$ cat src/rtl/ucnt_pkg.sv
// ucnt_pkg: shared widths and FSM encoding for the 8-bit counter/timer family.
// Used by ucapture8, its interface and its sub-modules.
package ucnt_pkg;

  localparam int CW_DEF   = 8;
  localparam int PW_DEF   = 16;
  localparam int SYNC_DEF = 2;

  typedef enum logic [1:0] {
    IDLE  = 2'b00,
    FIRST = 2'b01,
    RUN   = 2'b10
  } state_t;

endpackage

$ cat src/rtl/ucapture8_if.sv
// ucapture8_if: timer-side inputs, event input and host result handshake.
// master = timer/host/event side, slave = capture unit.
interface ucapture8_if
  import ucnt_pkg::*;
#(
  parameter int CW = CW_DEF,
  parameter int PW = PW_DEF
) ();

  logic [CW-1:0] dcount;
  logic          cnt_wrap;
  logic          evt_in;
  logic          _edge_sel;
  logic          arm;
  logic          rd_ack;
  logic [CW-1:0] cap_val;
  logic [PW-1:0] period;
  logic          cap_valid;
  logic          missed;
  logic          per_ovf;

  modport master (
    output dcount, cnt_wrap, evt_in,
    output _edge_sel, arm, rd_ack,
    input  cap_val, period, cap_valid,
    input  missed, per_ovf
  );

  modport slave (
    input  dcount, cnt_wrap, evt_in,
    input  _edge_sel, arm, rd_ack,
    output cap_val, period, cap_valid,
    output missed, per_ovf
  );

endinterface

$ cat src/rtl/edge_sync.sv
// edge_sync: SYNC_N-flop synchroniser plus polarity-selectable edge pulse.
// Ports: clk, _areset (sync, low), i_evt (async), i_rise (1=rising), o_pulse.
module edge_sync #(
  parameter int SYNC_N = 2
) (
  input  logic clk,
  input  logic _areset,
  input  logic i_evt,
  input  logic i_rise,
  output logic o_pulse
);

  logic [SYNC_N-1:0] r_sync;
  logic              r_dly;
  logic              w_lvl;

  always_ff @(posedge clk) begin
    if (!_areset) begin
      r_sync <= '0;
      r_dly  <= 1'b0;
    end else begin
      r_sync <= {r_sync[SYNC_N-2:0], i_evt};
      r_dly  <= r_sync[SYNC_N-1];
    end
  end

  assign w_lvl = r_sync[SYNC_N-1];

  // Combinational pulse so the FSM registers the result one clock later.
  assign o_pulse = i_rise ? (w_lvl & ~r_dly)
                          : (~w_lvl & r_dly);

endmodule

$ cat src/rtl/ucapture8.sv
// ucapture8: input-capture / period-measurement reader for the 8-bit timer.
// Ports: clk, _areset (sync, low), bus (ucapture8_if.slave).
module ucapture8
  import ucnt_pkg::*;
#(
  parameter int CW     = CW_DEF,
  parameter int PW     = PW_DEF,
  parameter int SYNC_N = SYNC_DEF
) (
  input logic  clk,
  input logic  _areset,
  ucapture8_if.slave bus
);

  localparam int WW = PW - CW;

  state_t        r_state;
  logic [WW-1:0] r_wrap;
  logic [CW-1:0] r_prev;
  logic [CW-1:0] r_cap;
  logic [PW-1:0] r_per;
  logic          r_valid;
  logic          r_missed;
  logic          r_ovf;

  logic          w_edge;
  logic          w_full;
  logic [WW-1:0] w_wrap_inc;
  logic [WW-1:0] w_wrap_eff;
  logic [PW-1:0] w_period;
  logic          w_load;

  edge_sync #(
    .SYNC_N (SYNC_N)
  ) u_sync (
    .clk     (clk),
    ._areset (_areset),
    .i_evt   (bus.evt_in),
    .i_rise  (bus._edge_sel),
    .o_pulse (w_edge)
  );

  assign w_full     = &r_wrap;
  assign w_wrap_inc = r_wrap + WW'(1);

  // A wrap landing with the edge belongs to the period being closed.
  assign w_wrap_eff = (bus.cnt_wrap && !w_full)
                    ? w_wrap_inc : r_wrap;

  assign w_period = {w_wrap_eff, {CW{1'b0}}}
                  + PW'(bus.dcount)
                  - PW'(r_prev);

  // rd_ack frees the slot in the same cycle a new edge arrives.
  assign w_load = !r_valid || bus.rd_ack;

  always_ff @(posedge clk) begin
    if (!_areset) begin
      r_state  <= IDLE;
      r_wrap   <= '0;
      r_prev   <= '0;
      r_cap    <= '0;
      r_per    <= '0;
      r_valid  <= 1'b0;
      r_missed <= 1'b0;
      r_ovf    <= 1'b0;
    end else begin
      if (bus.rd_ack && r_valid)
        r_valid <= 1'b0;
      if (!bus.arm) begin
        r_state <= IDLE;
      end else begin
        unique case (r_state)
          IDLE: begin
            r_state  <= FIRST;
            r_missed <= 1'b0;
            r_ovf    <= 1'b0;
            r_wrap   <= '0;
          end
          FIRST: begin
            if (w_edge) begin
              r_prev  <= bus.dcount;
              r_wrap  <= '0;
              r_state <= RUN;
            end else if (bus.cnt_wrap) begin
              if (w_full) r_ovf  <= 1'b1;
              else        r_wrap <= w_wrap_inc;
            end
          end
          RUN: begin
            if (w_edge) begin
              r_prev <= bus.dcount;
              r_wrap <= '0;
              if (bus.cnt_wrap && w_full)
                r_ovf <= 1'b1;
              if (w_load) begin
                r_cap   <= bus.dcount;
                r_per   <= w_period;
                r_valid <= 1'b1;
              end else begin
                r_missed <= 1'b1;
              end
            end else if (bus.cnt_wrap) begin
              if (w_full) r_ovf  <= 1'b1;
              else        r_wrap <= w_wrap_inc;
            end
          end
          default: r_state <= IDLE;
        endcase
      end
    end
  end

  assign bus.cap_val   = r_cap;
  assign bus.period    = r_per;
  assign bus.cap_valid = r_valid;
  assign bus.missed    = r_missed;
  assign bus.per_ovf   = r_ovf;

endmodule

$ cat src/flat_wrapper.sv
// flat-port wrapper written by rule: the top's interface ports become plain ports
module ucapture8_flat import ucnt_pkg::*;
#(
  parameter int CW     = CW_DEF,
  parameter int PW     = PW_DEF,
  parameter int SYNC_N = SYNC_DEF
)
  (clk, _areset, bus_dcount, bus_cnt_wrap, bus_evt_in, bus__edge_sel, bus_arm, bus_rd_ack, bus_cap_val, bus_period, bus_cap_valid, bus_missed, bus_per_ovf);
  ucapture8_if #(.CW(CW), .PW(PW)) bus_i ();
  input logic clk;
  input logic _areset;
  input wire logic [$bits(bus_i.dcount)-1:0] bus_dcount;
  input wire logic [$bits(bus_i.cnt_wrap)-1:0] bus_cnt_wrap;
  input wire logic [$bits(bus_i.evt_in)-1:0] bus_evt_in;
  input wire logic [$bits(bus_i._edge_sel)-1:0] bus__edge_sel;
  input wire logic [$bits(bus_i.arm)-1:0] bus_arm;
  input wire logic [$bits(bus_i.rd_ack)-1:0] bus_rd_ack;
  output wire logic [$bits(bus_i.cap_val)-1:0] bus_cap_val;
  output wire logic [$bits(bus_i.period)-1:0] bus_period;
  output wire logic [$bits(bus_i.cap_valid)-1:0] bus_cap_valid;
  output wire logic [$bits(bus_i.missed)-1:0] bus_missed;
  output wire logic [$bits(bus_i.per_ovf)-1:0] bus_per_ovf;
  assign bus_i.dcount = bus_dcount;
  assign bus_i.cnt_wrap = bus_cnt_wrap;
  assign bus_i.evt_in = bus_evt_in;
  assign bus_i._edge_sel = bus__edge_sel;
  assign bus_i.arm = bus_arm;
  assign bus_i.rd_ack = bus_rd_ack;
  assign bus_cap_val = bus_i.cap_val;
  assign bus_period = bus_i.period;
  assign bus_cap_valid = bus_i.cap_valid;
  assign bus_missed = bus_i.missed;
  assign bus_per_ovf = bus_i.per_ovf;
  ucapture8 #(.CW(CW), .PW(PW), .SYNC_N(SYNC_N)) u_core (.clk(clk), ._areset(_areset), .bus(bus_i));
endmodule
$ cat config.mk
export PLATFORM = sky130hd
export DESIGN_NAME = ucapture8_flat
export DESIGN_NICKNAME = d
export VERILOG_FILES = /design/src/rtl/ucnt_pkg.sv /design/src/rtl/ucapture8_if.sv /design/src/rtl/edge_sync.sv /design/src/rtl/ucapture8.sv /design/src/flat_wrapper.sv
export SDC_FILE = /design/constraint.sdc
export NUM_CORES = 1
export LEC_CHECK = 0
export CAP_MARGIN = 15
export CORE_ASPECT_RATIO = 0.7
export CORE_MARGIN = 2
export CORE_UTILIZATION = 45
export CTS_BUF_LIST = sky130_fd_sc_hd__clkbuf_4
export DETAILED_ROUTE_END_ITERATION = 12
export PLACE_DENSITY_LB_ADDON = 0.3
export SYNTH_ARGS = -nofsm -noshare
export SYNTH_HDL_FRONTEND = slang
export SYNTH_SLANG_ARGS = --single-unit
$ cat constraint.sdc
create_clock -name clk -period 2.8 [get_ports clk]
set_input_delay 0.7 -clock clk [delete_from_list [all_inputs] [get_ports clk]]
set_output_delay 0.7 -clock clk [all_outputs]
set_load 0.1 [all_outputs]
* Word level (Yosys, flattened, before mapping) *
Cells that the tools add are included.

word-level totals
  register bits = 48
  input bits = 15
  output and inout bits = 27
  logic and storage cells = 68

cells by class
  add/sub/neg operators = 3
  equality and inequality tests = 9
  mux-type cells = 22
  bitwise operators = 5
  reduce and logical (&&, ||, !) cells = 19

operators with widths
  kind                                                                      number
  8-bit 2-to-1 mux                                                          4
  16-bit by 8-bit adder with 16-bit output                                  1
  8-bit one-hot mux with 2 select lines                                     1
  4-bit AND reduction                                                       4
  16-bit by 8-bit subtractor with 16-bit output                             1
  1-bit 2-to-1 mux                                                          13
  8-bit by 1-bit adder with 8-bit output (second input constant)            1
  2-bit inequality test (second input constant)                             4
  8-bit AND reduction                                                       1
  2-bit one-hot mux with 3 select lines                                     1
  2-bit AND reduction                                                       2
  2-bit nonzero test                                                        2
  1-bit logical AND                                                         3
  3-bit by 1-bit inequality test with 1-bit output (second input constant)  1
  3-bit by 2-bit inequality test with 1-bit output (second input constant)  1
  3-bit inequality test (second input constant)                             1
  1-bit inverter                                                            3
  1-bit one-hot mux with 3 select lines                                     1
  3-bit AND reduction                                                       1
  3-bit nonzero test                                                        1
  1-bit bitwise AND                                                         2
  2-bit by 1-bit == test with 1-bit output (second input constant)          1
  2-bit == test (second input constant)                                     1
  1-bit logical NOT                                                         2
  other kinds (5)                                                           5

* Logic depth before layout (Yosys ltp) *
  depth after elaboration = 6
  mapped depth = 10

* Cells and area by module *
From an unflattened synthesis, not the netlist that was laid out.

second synthesis, totals
  cells, all modules = 333
  area, all modules = 2667.6 sq um

modules (own cells, without submodules)
  module     times used  cells an instance  area each (sq um)  seq. area each (sq um)
  ucapture8  1           324                2565.0             900.9
  edge_sync  1           9                  102.6              60.1

* Worst setup path after synthesis *
OpenSTA, ideal clock, no wires.

  kind = input -> register
  start = input port bus_dcount[0]
  end = register u_core.r_per[14] (netlist: u_core.bus.period[14])
  data arrival time = 2517 ps
  data required time = 2725 ps
  path slack = 208 ps
  stages on the path = 10
  cell sequence = inv_1 -> ha_1 -> inv_1 -> fa_1 -> a211oi_1 -> o211ai_1 -> nand2_1 -> nand3_1 -> or3_1 -> a31oi_1

between the ends
  cells in the longest elaborated chain, start to end = 2

RTL lines
  item                                           RTL line            text
  start: declaration                             flat_wrapper.sv:12  input wire logic [$bits(bus_i.dcount)-1:0] bus_dcount;
  16-bit by 8-bit adder with 16-bit output       ucapture8.sv:51     + PW'(bus.dcount)
  16-bit by 8-bit subtractor with 16-bit output  ucapture8.sv:52     - PW'(r_prev);
  end signal: assignment                         ucapture8.sv:98     r_per <= w_period;
  end: declaration                               ucapture8.sv:21     logic [PW-1:0] r_per;

Every way passes these cells.
A chain may end at the register's enable or synchronous reset.

* Worst setup path after layout *
Ends and elaborated chain as after synthesis.

==> results.md <==
Layout:
- The most common cell after layout, fill and taps aside is buf_4.
- The fraction of final layout cells sized beyond drive strength 1 is 19.8%.
- From synthesis to final layout, the design area changed by 23.9%.
- The number of nets at the end of the flow is 422.
- The final cell area excluding filler cells is 3340 sq um.
- The finished layout holds 469 standard cells, fillers aside.
- In the layout the commonest cells are buf_4 (59), dfxtp_1 (48), nor2_1 (40), nand2_1 (37), a21oi_1 (33).
- 0 antenna diodes ended up in the layout.

Logic synthesis:
- The netlist area before placement is 2700 sq um.
- Of all flip-flops after synthesis, the portion carrying an async set or reset was 0%.
- The synthesized netlist cell count is 330.
- The count of flip-flops with a built-in enable after synthesis is 0.
- Synthesis instantiated 58 different standard cells from the library.
- The total of flip-flops plus latches after synthesis is 48.
- The leading register cell type out of synthesis is dfxtp_1.
- The number of warnings printed during yosys synthesis is 0.
- Dividing the synthesized area by the synthesized cell count gives 8.17 sq um.
- The share of the yosys chip area belonging to registers is a little over a third.
- The net count after synthesis is 359.

Critical path:
- The launch instance of the worst register-to-register path is u_core.r_wrap[0].
- The cell seen most often among critical-path stages is inv_1.
- The critical path's slowest cell is clkdlybuf4s50_1.
- Counting both buffers and inverters, the worst setup path holds a total of 3.
- STA puts the critical path data arrival time at 2.89 ns.
- The number of cells on the worst reg-to-reg path is 7.
- The end of the worst register-to-register path is u_core.bus.period[15].
- STA classifies the critical path endpoint as a flop.
- STA puts the critical path data required time at roughly 3.1 ns.
- The critical path launch point type is an input port.
- The critical path start-end classification is input port to flop.
- The critical path goes through clkdlybuf4s50_1, inv_1, ha_1, inv_1, fa_1, a211oi_2, o211ai_1, nand2_1, nand3_1, or3_1, a31oi_1.
- The slack of the worst reg-to-reg path is 0.50 ns.
- In this run the worst path has a maximum fanout of 2.
- The cell family contributing the most delay on the critical path is adder cells.
- The biggest cell delay along the critical path is between 0.4 and 0.5 ns.

Detailed routing:
- The initial DRC count is 89.
- The average wire per standard cell is 13.7 microns.
- The count of TritonRoute iterations in the first routing pass is 4.
- Summing over every cut layer, the via total after detailed routing is between 2000 and 2500.
- Using the TritonRoute via totals, the vias-per-cell ratio works out to 5.32.
- The routed design has 6410 microns of wire.
- The final antenna-violating net count is 0.
- The post-detailed-route DRC marker count is 0.

Timing:
- Setup repair after global routing left no endpoint under its margin.
- The final number of hold-violating endpoints is 0.
- At the pin with the least slew margin, the transition time is 0.435 ns.
- Dividing the final minimum period by the clock period gives ~92%.
- The post-route clock skew is ~0.011 ns.
- The number of max-slew violations in the final report is 0.
- Setup violations remaining at the end of the flow were counted as 0.
- The headroom to the max-slew limit is 70.6%.
- On the final layout, the worst hold slack is about 0.46 ns.
- The worst path needs around 2.6 ns of the cycle, external delays included.
- The maximum achievable frequency is 387 MHz.
- Once routing completed, OpenROAD measured the worst setup slack at 0.217 ns.

CTS:
- No sink is reached through more buffers than the 2 on the longest clock path.
- Clock tree synthesis found a total of 48 sinks.
- Clock tree synthesis selected as its root buffer the cell clkbuf_4.
- The clock tree from TritonCTS is yes.
- The number of levels in the clock H-tree is 2.
- In this run, CTS created clock tree buffers numbering 5.
- The later pin in the worst-skew pair is clocked with a latency of 0.37 ns.
- After clock tree synthesis, the clock-pin slew on the worst setup and hold paths is about 0.15 ns.
- The total of hold buffers inserted after clock tree synthesis is 0.

Power and ir drop:
- Sequential cells burn 58.1% of the power.
- Combinational logic burns about 14% of the power.
- Across the VDD grid, the largest voltage drop is approximately 0.17 mV.
- Of the total power, the share spent switching nets is between 20 and 30%.
- The power per cell area is 356 nW/um^2.
- The clock group share of total power is roughly 28%.
- The analysis attributes to cell leakage a power of ~0.0013 uW.
- Cell internal power was estimated by the tool at ~860 uW.
- The analysis attributes to net switching a power of 323 uW.
- The design draws around 1200 uW.

Floorplan:
- The floorplan step set the die width to 96.5 microns.
- The floorplan step defined a core boundary enclosing 5760 sq um.
- Pin placement for this block handled 42 I/O pins.
- The die is 68.8 microns tall.
- The total die area is 6630 sq um.
- For this configuration, the core starts out at a cell density of between 40 and 50%.
- The number of core rows is 23.

Hold path:
- The classification of the worst-slack hold path is flop to flop.
- The path with the worst hold slack has its endpoint at u_core.bus.period[4].
- The beginning of the worst hold path is u_core.bus.period[4].
- The cell depth of the worst hold path is 2.

Placement:
- In this run the cell area measured after placement is about 3300 sq um.
- The number of I/O port buffers is 41.
- Prior to clock tree synthesis, the placed netlist has a worst setup slack of -0.211 ns.
- At the end of routability-driven placement, the weighted congestion stood at 0.857.
- The number of placed instances, taps included, is 461.
- The HPWL after detailed placement is 4830 microns.

GRT:
- The number of global-route vias before repair is 2166.
- Entering global routing, the biggest net connects 31 pins.
- The first global-routing pass estimated 10300 microns of wire.
- Across every metal layer, demand over resource in global routing totals 20.1%.
- The initial antenna violation count is 0.
- Summed over all layers, the global routing overflow is 0.

Job:
- Across the run, the number of max-cap violations was 0.

Outcome:
- The run finished with clean final reports.
==> synthesized netlist by cell type, drive strengths merged, types with 5 or more instances <==
master  number  area share [%]
o21ai       18             3.3
mux2i       10             3.7
nor3         7             1.5
inv         16             2.2
ha          13             6.0
a21oi       34             6.5
nand4        5             1.4
dfxtp       48              36
a211oi       5             1.4
nand3        7             1.5
nand2       37             5.2
o21a         5             1.4
xnor2        9             2.9
nor2        40             5.6
o211ai       6             1.9
clkbuf       6            0.84
buf         11             3.1
==> power by group through the flow <==
stage | logic (uW) | clock network [uW] | registers, uW
CTS | 163 | 351 | 690
global route | 181 | 375 | 691
global placement | 160 | 0 | 704
finish | 165 | 333 | 690
floorplan | 90.9 | 0 | 704
detailed placement | 162 | 0 | 705
==> cell type report <==
cell class                      instances  area [sq um]
Fill cell                             550          2420
Clock buffer                            5          37.5
Sequential cell                        48           961
Timing Repair Buffer                   74           603
Clock inverter                          3          18.8
Tap cell                               75          93.8
Inverter                               16          60.1
Multi-Input combinational cell        248          1560
==> flip-flops by register name, summed over array words and instances (netlist names) <==
| name | cells |
|---|---|
| u_core.bus.period | 16 |
| u_core.bus.cap_val | 8 |
| u_core.r_prev | 8 |
| u_core.r_wrap | 8 |
| u_core.r_state | 2 |
| u_core.u_sync.r_sync | 2 |
| u_core.bus.cap_valid | 1 |
| u_core.bus.missed | 1 |
| u_core.bus.per_ovf | 1 |
| u_core.u_sync.r_dly | 1 |
==> how the worst max path moves through the flow <==
stage / start / end / slack [ns] / cells after the start
2_1_floorplan: bus_dcount[0] / u_core.bus.period[14] / 0.21 / 10
3_3_place_gp: bus_dcount[0] / u_core.bus.period[14] / -0.20 / 11
3_5_place_dp: bus_dcount[0] / u_core.bus.period[14] / -0.21 / 11
4_1_cts: bus_dcount[0] / u_core.bus.period[14] / 0.15 / 11
5_1_grt: bus_dcount[0] / u_core.bus.period[14] / 0.08 / 11
6_report: bus_dcount[0] / u_core.bus.period[14] / 0.22 / 11
==> worst reg2reg max path, cell delays in order (launching register included) <==
cell and delay, ns:
dfxtp_1 0.52, ha_1 0.34, nand3_1 0.15, o21a_1 0.27, mux2_4 0.26, nand3_2 0.07, or4_1 0.48, a31oi_1 0.16
==> cell families (layout without fill, tap and decap cells) <==
logic type,after synthesis,after routing,synth area share [%]
simple gates,123,123,22.6
compound gates,89,89,20.6
flops,48,48,35.7
buf+inv,34,98,6.50
fa+ha+maj,14,14,6.78
mux,12,12,4.69
xor+xnor,10,10,3.25
==> routing by layer <==
metal  global-route usage, %  wire length (microns)  vias to the layer above
met2                    28.3                   2600                       66
met4                    5.99                     80                        0
met1                    30.5                   3330                     1134
met5                       0                      0                        -
met3                    4.35                    404                       10
li1                        -                      -                     1284
==> stage by stage <==
stage / TNS, ns / util, %
global placement: -0.665 / 56.9
detailed placement: -0.777 / 56.9
floorplan: 0 / -
finish: 0 / 58.0
global route: 0 / 58.0
CTS: 0 / 57.9
==> timing repair <==
action | 4_1_cts | 5_1_grt
buffers inserted | 0 | 0
endpoints found under the setup margin | 0 | 1
resized for setup | 0 | 1
Note: power is estimated with default switching activity, not from simulation.
